## src/rtl/vga_dac_out_pkg.sv

```systemverilog
// -----------------------------------------------------------------------------
// vga_dac_out_pkg
// Shared video constants and types for the pixel back end. The timing
// generator and any sync consumers use VIDEO_LATENCY so that they agree with
// the depth of the colour pipeline.
// -----------------------------------------------------------------------------
package vga_dac_out_pkg;

    localparam int DAC_BITS      = 6;    // bits per colour channel in the DAC
    localparam int PAL_ENTRIES   = 256;  // palette depth
    localparam int PAL_W         = 18;   // palette word {R,G,B}, 6 bits each
    localparam int PAL_AW        = 8;    // palette address width
    localparam int VIDEO_LATENCY = 5;    // clocks from iAddr/iBlank/iSync to pins

    // Position inside a DAC data triple.
    typedef enum logic [1:0] {
        PH_R = 2'd0,
        PH_G = 2'd1,
        PH_B = 2'd2
    } dac_phase_t;

    // Pack three DAC channels into one palette word, red in the MSBs.
    function automatic logic [PAL_W-1:0] pal_pack(
        input logic [DAC_BITS-1:0] red,
        input logic [DAC_BITS-1:0] green,
        input logic [DAC_BITS-1:0] blue
    );
        return {red, green, blue};
    endfunction

endpackage

```

## src/rtl/vga_dac_out_if.sv

```systemverilog
// -----------------------------------------------------------------------------
// vga_dac_out_if
// Bundles every non-clock signal of the pixel back end:
//   timing generator side : iAddr, iBlank, iHSync, iVSync
//   VRAM side             : oVramAddr (to VRAM), iVramData (from VRAM)
//   CPU DAC port          : iDacWrIdx (3C8h strobe), iDacWrData (3C9h strobe), iDacData
//   pins                  : oRed, oGreen, oBlue, oHSync, oVSync, oBlank
// slave  : the vga_dac_out block itself.
// master : whatever drives the block (system top level or testbench).
// -----------------------------------------------------------------------------
interface vga_dac_out_if #(
    parameter int OUT_BITS = 4
);
    logic [15:0]         iAddr;
    logic                iBlank;
    logic                iHSync;
    logic                iVSync;
    logic [15:0]         oVramAddr;
    logic [7:0]          iVramData;
    logic                iDacWrIdx;
    logic                iDacWrData;
    logic [7:0]          iDacData;
    logic [OUT_BITS-1:0] oRed;
    logic [OUT_BITS-1:0] oGreen;
    logic [OUT_BITS-1:0] oBlue;
    logic                oHSync;
    logic                oVSync;
    logic                oBlank;

    modport slave (
        input  iAddr, iBlank, iHSync, iVSync, iVramData,
        input  iDacWrIdx, iDacWrData, iDacData,
        output oVramAddr, oRed, oGreen, oBlue, oHSync, oVSync, oBlank
    );

    modport master (
        output iAddr, iBlank, iHSync, iVSync, iVramData,
        output iDacWrIdx, iDacWrData, iDacData,
        input  oVramAddr, oRed, oGreen, oBlue, oHSync, oVSync, oBlank
    );

endinterface

```

## src/rtl/vga_palette_ram.sv

```systemverilog
// -----------------------------------------------------------------------------
// vga_palette_ram
// 256 x 18 simple dual-port RAM: one write port, one read port with a
// registered output. Written so that it maps onto a single block RAM.
// Ports:
//   iClk     in  1       clock
//   iWe      in  1       write enable
//   iWrAddr  in  8       write address
//   iWrData  in  18      write data {R,G,B}
//   iRdAddr  in  8       read address
//   oRdData  out 18      read data, one clock after iRdAddr
// A write and read of the same entry in the same clock returns the old word;
// callers treat that pixel's colour as don't-care.
// -----------------------------------------------------------------------------
module vga_palette_ram
    import vga_dac_out_pkg::*;
(
    input  logic              iClk,
    input  logic              iWe,
    input  logic [PAL_AW-1:0] iWrAddr,
    input  logic [PAL_W-1:0]  iWrData,
    input  logic [PAL_AW-1:0] iRdAddr,
    output logic [PAL_W-1:0]  oRdData
);

    logic [PAL_W-1:0] r_mem [0:PAL_ENTRIES-1];
    logic [PAL_W-1:0] r_rd_data;

    // No reset here: block RAM contents and its output register are left alone.
    always_ff @(posedge iClk) begin
        if (iWe) begin
            r_mem[iWrAddr] <= iWrData;
        end
        r_rd_data <= r_mem[iRdAddr];
    end

    assign oRdData = r_rd_data;

endmodule

```

## src/rtl/vga_dac_out.sv

```systemverilog
// -----------------------------------------------------------------------------
// vga_dac_out
// Pixel back end behind the 640x400 timing generator. Fetches one mode-13h
// byte per clock from VRAM, maps it through the 256 x 18 palette and drives
// the RGB and sync pins with sync/blank re-aligned to the colour pipeline.
// Parameters:
//   OUT_BITS    1..6  pin bits per channel (MSBs of the 6-bit DAC value)
//   HSYNC_IDLE        oHSync level while in reset
//   VSYNC_IDLE        oVSync level while in reset
// Ports:
//   iClk  in  1   pixel clock
//   iRst  in  1   asynchronous active-high reset
//   bus   slave   vga_dac_out_if (timing, VRAM, CPU DAC port, pins)
// Pipeline (edge numbers relative to iAddr being sampled):
//   1: oVramAddr   2: VRAM data   3: palette address   4: palette data
//   5: pins. Sync/blank go through a VIDEO_LATENCY-deep shift register.
// -----------------------------------------------------------------------------
module vga_dac_out
    import vga_dac_out_pkg::*;
#(
    parameter int   OUT_BITS   = 4,
    parameter logic HSYNC_IDLE = 1'b1,
    parameter logic VSYNC_IDLE = 1'b0
) (
    input  logic          iClk,
    input  logic          iRst,
    vga_dac_out_if.slave  bus
);

    // ---------------------------------------------------------------- video
    logic [15:0]              r_vram_addr;
    logic [PAL_AW-1:0]        r_pal_addr;
    logic [PAL_W-1:0]         w_pal_data;
    logic [VIDEO_LATENCY-1:0] r_blank_dly;
    logic [VIDEO_LATENCY-1:0] r_hs_dly;
    logic [VIDEO_LATENCY-1:0] r_vs_dly;

    always_ff @(posedge iClk or posedge iRst) begin
        if (iRst) begin
            r_vram_addr <= '0;
            r_pal_addr  <= '0;
            r_blank_dly <= '1;
            r_hs_dly    <= {VIDEO_LATENCY{HSYNC_IDLE}};
            r_vs_dly    <= {VIDEO_LATENCY{VSYNC_IDLE}};
        end else begin
            r_vram_addr <= bus.iAddr;
            r_pal_addr  <= bus.iVramData;
            r_blank_dly <= {r_blank_dly[VIDEO_LATENCY-2:0], bus.iBlank};
            r_hs_dly    <= {r_hs_dly[VIDEO_LATENCY-2:0],    bus.iHSync};
            r_vs_dly    <= {r_vs_dly[VIDEO_LATENCY-2:0],    bus.iVSync};
        end
    end

    // Channel gi: 0 = blue, 1 = green, 2 = red. The blank used here is one
    // stage short of the pin so that it lines up with the palette output and
    // lands on the pins in the same clock as oBlank.
    for (genvar gi = 0; gi < 3; gi++) begin : g_chan
        logic [OUT_BITS-1:0] r_chan;

        always_ff @(posedge iClk or posedge iRst) begin
            if (iRst) begin
                r_chan <= '0;
            end else if (r_blank_dly[VIDEO_LATENCY-2]) begin
                r_chan <= '0;
            end else begin
                r_chan <= w_pal_data[(gi+1)*DAC_BITS-1 -: OUT_BITS];
            end
        end
    end

    assign bus.oVramAddr = r_vram_addr;
    assign bus.oBlue     = g_chan[0].r_chan;
    assign bus.oGreen    = g_chan[1].r_chan;
    assign bus.oRed      = g_chan[2].r_chan;
    assign bus.oBlank    = r_blank_dly[VIDEO_LATENCY-1];
    assign bus.oHSync    = r_hs_dly[VIDEO_LATENCY-1];
    assign bus.oVSync    = r_vs_dly[VIDEO_LATENCY-1];

    // Low DAC bits below OUT_BITS never reach the pins.
    logic w_unused;
    assign w_unused = &{1'b0, w_pal_data};

    // ------------------------------------------------------------ DAC port
    dac_phase_t          r_phase;
    dac_phase_t          w_phase_next;
    logic [PAL_AW-1:0]   r_index;
    logic [PAL_AW-1:0]   w_index_next;
    logic [DAC_BITS-1:0] r_stage_r;
    logic [DAC_BITS-1:0] w_stage_r_next;
    logic [DAC_BITS-1:0] r_stage_g;
    logic [DAC_BITS-1:0] w_stage_g_next;
    logic                w_pal_we;
    logic [PAL_W-1:0]    w_pal_wdata;

    always_ff @(posedge iClk or posedge iRst) begin
        if (iRst) begin
            r_phase   <= PH_R;
            r_index   <= '0;
            r_stage_r <= '0;
            r_stage_g <= '0;
        end else begin
            r_phase   <= w_phase_next;
            r_index   <= w_index_next;
            r_stage_r <= w_stage_r_next;
            r_stage_g <= w_stage_g_next;
        end
    end

    always_comb begin
        w_phase_next   = r_phase;
        w_index_next   = r_index;
        w_stage_r_next = r_stage_r;
        w_stage_g_next = r_stage_g;
        w_pal_we       = 1'b0;
        w_pal_wdata    = pal_pack(r_stage_r, r_stage_g, bus.iDacData[DAC_BITS-1:0]);

        // Index write has priority; a simultaneous data strobe is dropped and
        // any half-entered triple is abandoned by returning to R.
        if (bus.iDacWrIdx) begin
            w_index_next = bus.iDacData;
            w_phase_next = PH_R;
        end else if (bus.iDacWrData) begin
            unique case (r_phase)
                PH_R: begin
                    w_stage_r_next = bus.iDacData[DAC_BITS-1:0];
                    w_phase_next   = PH_G;
                end
                PH_G: begin
                    w_stage_g_next = bus.iDacData[DAC_BITS-1:0];
                    w_phase_next   = PH_B;
                end
                PH_B: begin
                    w_pal_we     = 1'b1;
                    w_index_next = r_index + 1'b1;   // wraps FFh -> 00h
                    w_phase_next = PH_R;
                end
                default: w_phase_next = PH_R;
            endcase
        end
    end

    vga_palette_ram u_palette (
        .iClk    (iClk),
        .iWe     (w_pal_we),
        .iWrAddr (r_index),
        .iWrData (w_pal_wdata),
        .iRdAddr (r_pal_addr),
        .oRdData (w_pal_data)
    );

endmodule
```

## src/flat_wrapper.sv

```systemverilog
// flat-port wrapper written by rule: the top's interface ports become plain ports
module vga_dac_out_flat import vga_dac_out_pkg::*;
#(
    parameter int   OUT_BITS   = 4,
    parameter logic HSYNC_IDLE = 1'b1,
    parameter logic VSYNC_IDLE = 1'b0
)
  (iClk, iRst, bus_iAddr, bus_iBlank, bus_iHSync, bus_iVSync, bus_iVramData, bus_iDacWrIdx, bus_iDacWrData, bus_iDacData, bus_oVramAddr, bus_oRed, bus_oGreen, bus_oBlue, bus_oHSync, bus_oVSync, bus_oBlank);
  vga_dac_out_if #(.OUT_BITS(OUT_BITS)) bus_i ();
  input  logic iClk;
  input  logic iRst;
  input wire logic [$bits(bus_i.iAddr)-1:0] bus_iAddr;
  input wire logic [$bits(bus_i.iBlank)-1:0] bus_iBlank;
  input wire logic [$bits(bus_i.iHSync)-1:0] bus_iHSync;
  input wire logic [$bits(bus_i.iVSync)-1:0] bus_iVSync;
  input wire logic [$bits(bus_i.iVramData)-1:0] bus_iVramData;
  input wire logic [$bits(bus_i.iDacWrIdx)-1:0] bus_iDacWrIdx;
  input wire logic [$bits(bus_i.iDacWrData)-1:0] bus_iDacWrData;
  input wire logic [$bits(bus_i.iDacData)-1:0] bus_iDacData;
  output wire logic [$bits(bus_i.oVramAddr)-1:0] bus_oVramAddr;
  output wire logic [$bits(bus_i.oRed)-1:0] bus_oRed;
  output wire logic [$bits(bus_i.oGreen)-1:0] bus_oGreen;
  output wire logic [$bits(bus_i.oBlue)-1:0] bus_oBlue;
  output wire logic [$bits(bus_i.oHSync)-1:0] bus_oHSync;
  output wire logic [$bits(bus_i.oVSync)-1:0] bus_oVSync;
  output wire logic [$bits(bus_i.oBlank)-1:0] bus_oBlank;
  assign bus_i.iAddr = bus_iAddr;
  assign bus_i.iBlank = bus_iBlank;
  assign bus_i.iHSync = bus_iHSync;
  assign bus_i.iVSync = bus_iVSync;
  assign bus_i.iVramData = bus_iVramData;
  assign bus_i.iDacWrIdx = bus_iDacWrIdx;
  assign bus_i.iDacWrData = bus_iDacWrData;
  assign bus_i.iDacData = bus_iDacData;
  assign bus_oVramAddr = bus_i.oVramAddr;
  assign bus_oRed = bus_i.oRed;
  assign bus_oGreen = bus_i.oGreen;
  assign bus_oBlue = bus_i.oBlue;
  assign bus_oHSync = bus_i.oHSync;
  assign bus_oVSync = bus_i.oVSync;
  assign bus_oBlank = bus_i.oBlank;
  vga_dac_out #(.OUT_BITS(OUT_BITS), .HSYNC_IDLE(HSYNC_IDLE), .VSYNC_IDLE(VSYNC_IDLE)) u_core (.iClk(iClk), .iRst(iRst), .bus(bus_i));
endmodule
```

## config.mk

```make
export PLATFORM = sky130hd
export DESIGN_NAME = vga_dac_out_flat
export DESIGN_NICKNAME = d
export VERILOG_FILES = /design/src/rtl/vga_dac_out_pkg.sv /design/src/rtl/vga_dac_out_if.sv /design/src/rtl/vga_palette_ram.sv /design/src/rtl/vga_dac_out.sv /design/src/flat_wrapper.sv
export SDC_FILE = /design/constraint.sdc
export NUM_CORES = 2
export LEC_CHECK = 0
export ABC_AREA = 1
export BUFFER_PORTS_ARGS = -buffer_cell sky130_fd_sc_hd__clkbuf_2
export CELL_PAD_IN_SITES_DETAIL_PLACEMENT = 0
export CELL_PAD_IN_SITES_GLOBAL_PLACEMENT = 1
export CORE_MARGIN = 1.5
export CORE_UTILIZATION = 29
export DETAILED_ROUTE_END_ITERATION = 6
export GPL_TIMING_DRIVEN = 0
export PLACE_DENSITY_LB_ADDON = 0.1
export SETUP_SLACK_MARGIN = 0.02
export SLEW_MARGIN = 20
export SYNTH_ARGS = -nofsm -noshare
export SYNTH_HDL_FRONTEND = slang
export SYNTH_MEMORY_MAX_BITS = 65536
export SYNTH_SLANG_ARGS = --single-unit
```

## constraint.sdc

```tcl
create_clock -name iClk -period 7.1 [get_ports iClk]
set_clock_uncertainty 0.15 [all_clocks]
set_input_delay 0.71 -clock iClk [delete_from_list [all_inputs] [get_ports iClk]]
set_output_delay 0.71 -clock iClk [all_outputs]
set_load 0.02 [all_outputs]
```

==> results.toml <==
[timing]
tightest_slew_ns = 1.29
period_share_pct = 69.5
period_needed_ns = 4.93
fin_tns_setup_ns = 0
relSlewSlack_pct = 13.9
setup_viol = 0
maxSlewViolCount = 0
fin_hold_ws_ns = 0.0982
setup_ws_ns = 2.17
rsz0062_at_grt = "false"
hold_viol = 0
fmax_ghz = 0.203

[place]
gp_congestion = 1.01
hpwl_mm = 485
dp_slack_ns = 2.37
numPortBuffers = 69
place_area_um2 = 141000
placed_cells = 16500

[clock_tree]
clockBufferDepth = 4
cts_inserted_buffers = 368
cts_resized = 0
clock_tree.root_cell = "clkbuf_16"
clk_latency_ns = 1.00
postCtsHoldBufs = 34
cts_num_sinks = 3153
post_cts_buffers = 0
clk_pin_slew_ns = 0.06
cts_tree = "built"
htree_levels = 5

[yosys]
synth_cell_type_count = 28
yosysSeqAreaShare_pct = 74.3
synth_mux_area_share_pct = 0
synth_adder_area_share_pct = 0.0395
synth_top_family_by_area = "simple AND/OR/NAND/NOR gates"
syn_avg_cell_area_um2 = 12.1
synth_xor_xnor_area_share_pct = 0.0207
ys_warn_count = 0
synth_compound_area_share_pct = 0.108
ys_seq_elements = 3153
yosys.area_share.simple_pct = 22.3
netlist_area_um2 = 127000
synth_nets = 10500
synth_cells = 10500

[critical_path]
regToRegSetupSlack_ns = 2.17
endpoint_kind = "flop"
path_common_cell = "nand3_1"
cp_slowest_cell = "buf_2"
cp_cell_sequence = "buf_2 -> clkinv_1 -> clkbuf_1 -> buf_2 -> nand3_1 -> nand3_1 -> nand3_1 -> nand3_1 -> nand3_1 -> nand2_1 -> nand2_1 -> nand2_1"
r2r-end = "u_core.u_palette.oRdData[4]"
critPathLaunchType = "flop"
reg2reg_depth = 12
cpPeakStageDelay_ns = 0.94
cp_top_family = "buffers and inverters"
cp.required_ns = 7.78
critPathKind = "flop to flop"
cp_max_fo = 10
arrival_ns = 5.62
path_buf_inv = 4
r2r_start = "u_core.r_pal_addr[2]"

[global_route]
antenna_found_initial = 71
grt_pass1_wl_mm = 856
grt_pass1_vias = 85600
grtUsageTotal_pct = 29.4
grt_overflow_total = 0
grt_max_degree = 85

[cells_and_area]
stdcell_area_um2 = 153000
area_delta_synth_final_pct = 20.6
fin_cells = 17300
drive_above_1_share_pct = 14.8
nets = 11200

[floorplan]
die_h_um = 664
die_area_um2 = 441000
die_width_um = 664
core_area_um2 = 435000
start_util_pct = 29.2
rows = 242
ioPinCount = 70

[power]
clockPowerShare_pct = 42.3
leakage_nw = 53.5
combPwrFrac_pct = 9.9
switching_share_pct = 26.6
power.net_switching_mw = 11.9
peakVddDrop_mv = 0.167
p_int_mw = 32.9
pwr_density_cell_nw_per_um2 = 293
seqPwrFrac_pct = 47.7

[detailed_routing]
drt-total-wl_mm = 667
postRouteAntennaNets = 0
via_count = 93300
post_drt_wl_per_cell_um = 38.6
viasPerCell = 5.40
drc = 0
dr.pass1.iters = 6
drt-initial-drc-count = 14100

[worst_hold_path]
holdPathEnd = "u_core.u_palette.r_mem[2][5]"
min-delay-start = "bus_iDacData[5]"
hp-class = "primary input to flop"
hold_depth = 1

[job]
max_cap_viol_count = 0

[run_status]
status = "complete, no violations"
cell families after synthesis:
group / Yosys count
AO/OA/AOI/OAI: 22
XOR/XNOR: 3
adder cells (fa/ha/maj): 4
buffers and inverters: 775
flip-flops: 3153
AND/OR/NAND/NOR: 6518
how the worst max path moves through the flow:
stage / startpoint / cells past startpoint / endpoint / slack (ns)
4_1_cts: u_core.r_pal_addr[2] / 12 / u_core.u_palette.oRdData[14] / 2.35
3_5_place_dp: u_core.r_pal_addr[2] / 12 / u_core.u_palette.oRdData[14] / 2.37
6_report: u_core.r_pal_addr[2] / 12 / u_core.u_palette.oRdData[4] / 2.17
2_1_floorplan: u_core.r_stage_g[4] / 0 / u_core.u_palette.r_mem[0][10] / 2.96
3_3_place_gp: u_core.r_stage_r[5] / 0 / u_core.u_palette.r_mem[67][17] / -3.36
5_1_grt: u_core.r_pal_addr[2] / 12 / u_core.u_palette.oRdData[4] / 2.22
state kept, by name, indices dropped and copies added, names as in the netlist, 5 cells and up:
register / count
u_core.u_palette.r_mem: 3072
u_core.r_pal_addr: 8
u_core.r_blank_dly: 5
u_core.bus.oVramAddr: 16
u_core.r_index: 8
u_core.u_palette.oRdData: 12
u_core.r_vs_dly: 5
u_core.r_hs_dly: 5
cells in the mapped netlist, drive strengths merged:
cell type / count / area (um2)
edfxtp: 3072 / 92200
nand3: 3030 / 15200
xnor2: 1 / 8.76
o221ai: 5 / 43.8
buf: 593 / 3430
a221oi: 1 / 8.76
xor2: 2 / 17.5
a22oi: 1 / 7.51
inv: 60 / 230
clkinv: 2 / 7.51
nor2: 300 / 1130
dfstp: 10 / 263
a31oi: 1 / 6.26
clkbuf: 120 / 454
dfrtp: 59 / 1480
ha: 4 / 50.1
a21oi: 1 / 5.00
o21ai: 13 / 65.1
nand2: 3187 / 12000
or2: 1 / 6.26
dfxtp: 12 / 240
routing by layer:
layer,share of wire (%),vias to the layer above,track usage (%)
li1,-,38900,-
met1,43,48500,41.6
met2,43,4972,43.5
met3,9.4,921,6.75
met4,4.9,18,12.0
met5,0.019,-,0
per-stage QoR:
| step | total power [mW] | util [%] |
|---|---|---|
| final | 44.8 | 35.2 |
| after global placement | 26.3 | 30.9 |
| after global routing | 45.8 | 35.1 |
| after detailed placement | 26.1 | 32.4 |
| after CTS | 44.9 | 35.1 |
| after floorplan | 23.5 | - |
power groups by stage:
stage	clock network (mW)	logic [mW]	registers, mW
after floorplan	0	1.27	22.2
after global placement	0	3.01	23.3
after detailed placement	0	4.34	21.8
after CTS	19.1	4.36	21.4
after global routing	19.8	4.56	21.4
final	19.0	4.46	21.4
cell type report:
cell class	count	area (um2)
diodes	27	67.6
plain buffers	713	3990
flip-flops and latches	3153	94300
fillers	42500	282000
inverters	62	243
well taps	5734	7170
multi-input cells	6547	29900
clock buffers	496	10100
clock inverters	178	1630
repair buffers	346	5590
layout by cell type (no fill, tap or decap), drive strengths merged, types with 4 or more instances in the layout:
cell type and instances:
nor2 300, buf 835, o221ai 5, dlygate4sd3 34
edfxtp 3072, clkinv 138, diode 27, ha 4
clkinvlp 4, inv 74, dfrtp 59, o21ai 13
clkbuf 686, dfstp 10, nand2 3187, dfxtp 12
nand3 3030, bufinv 24
(Power assumes the default switching activity.)
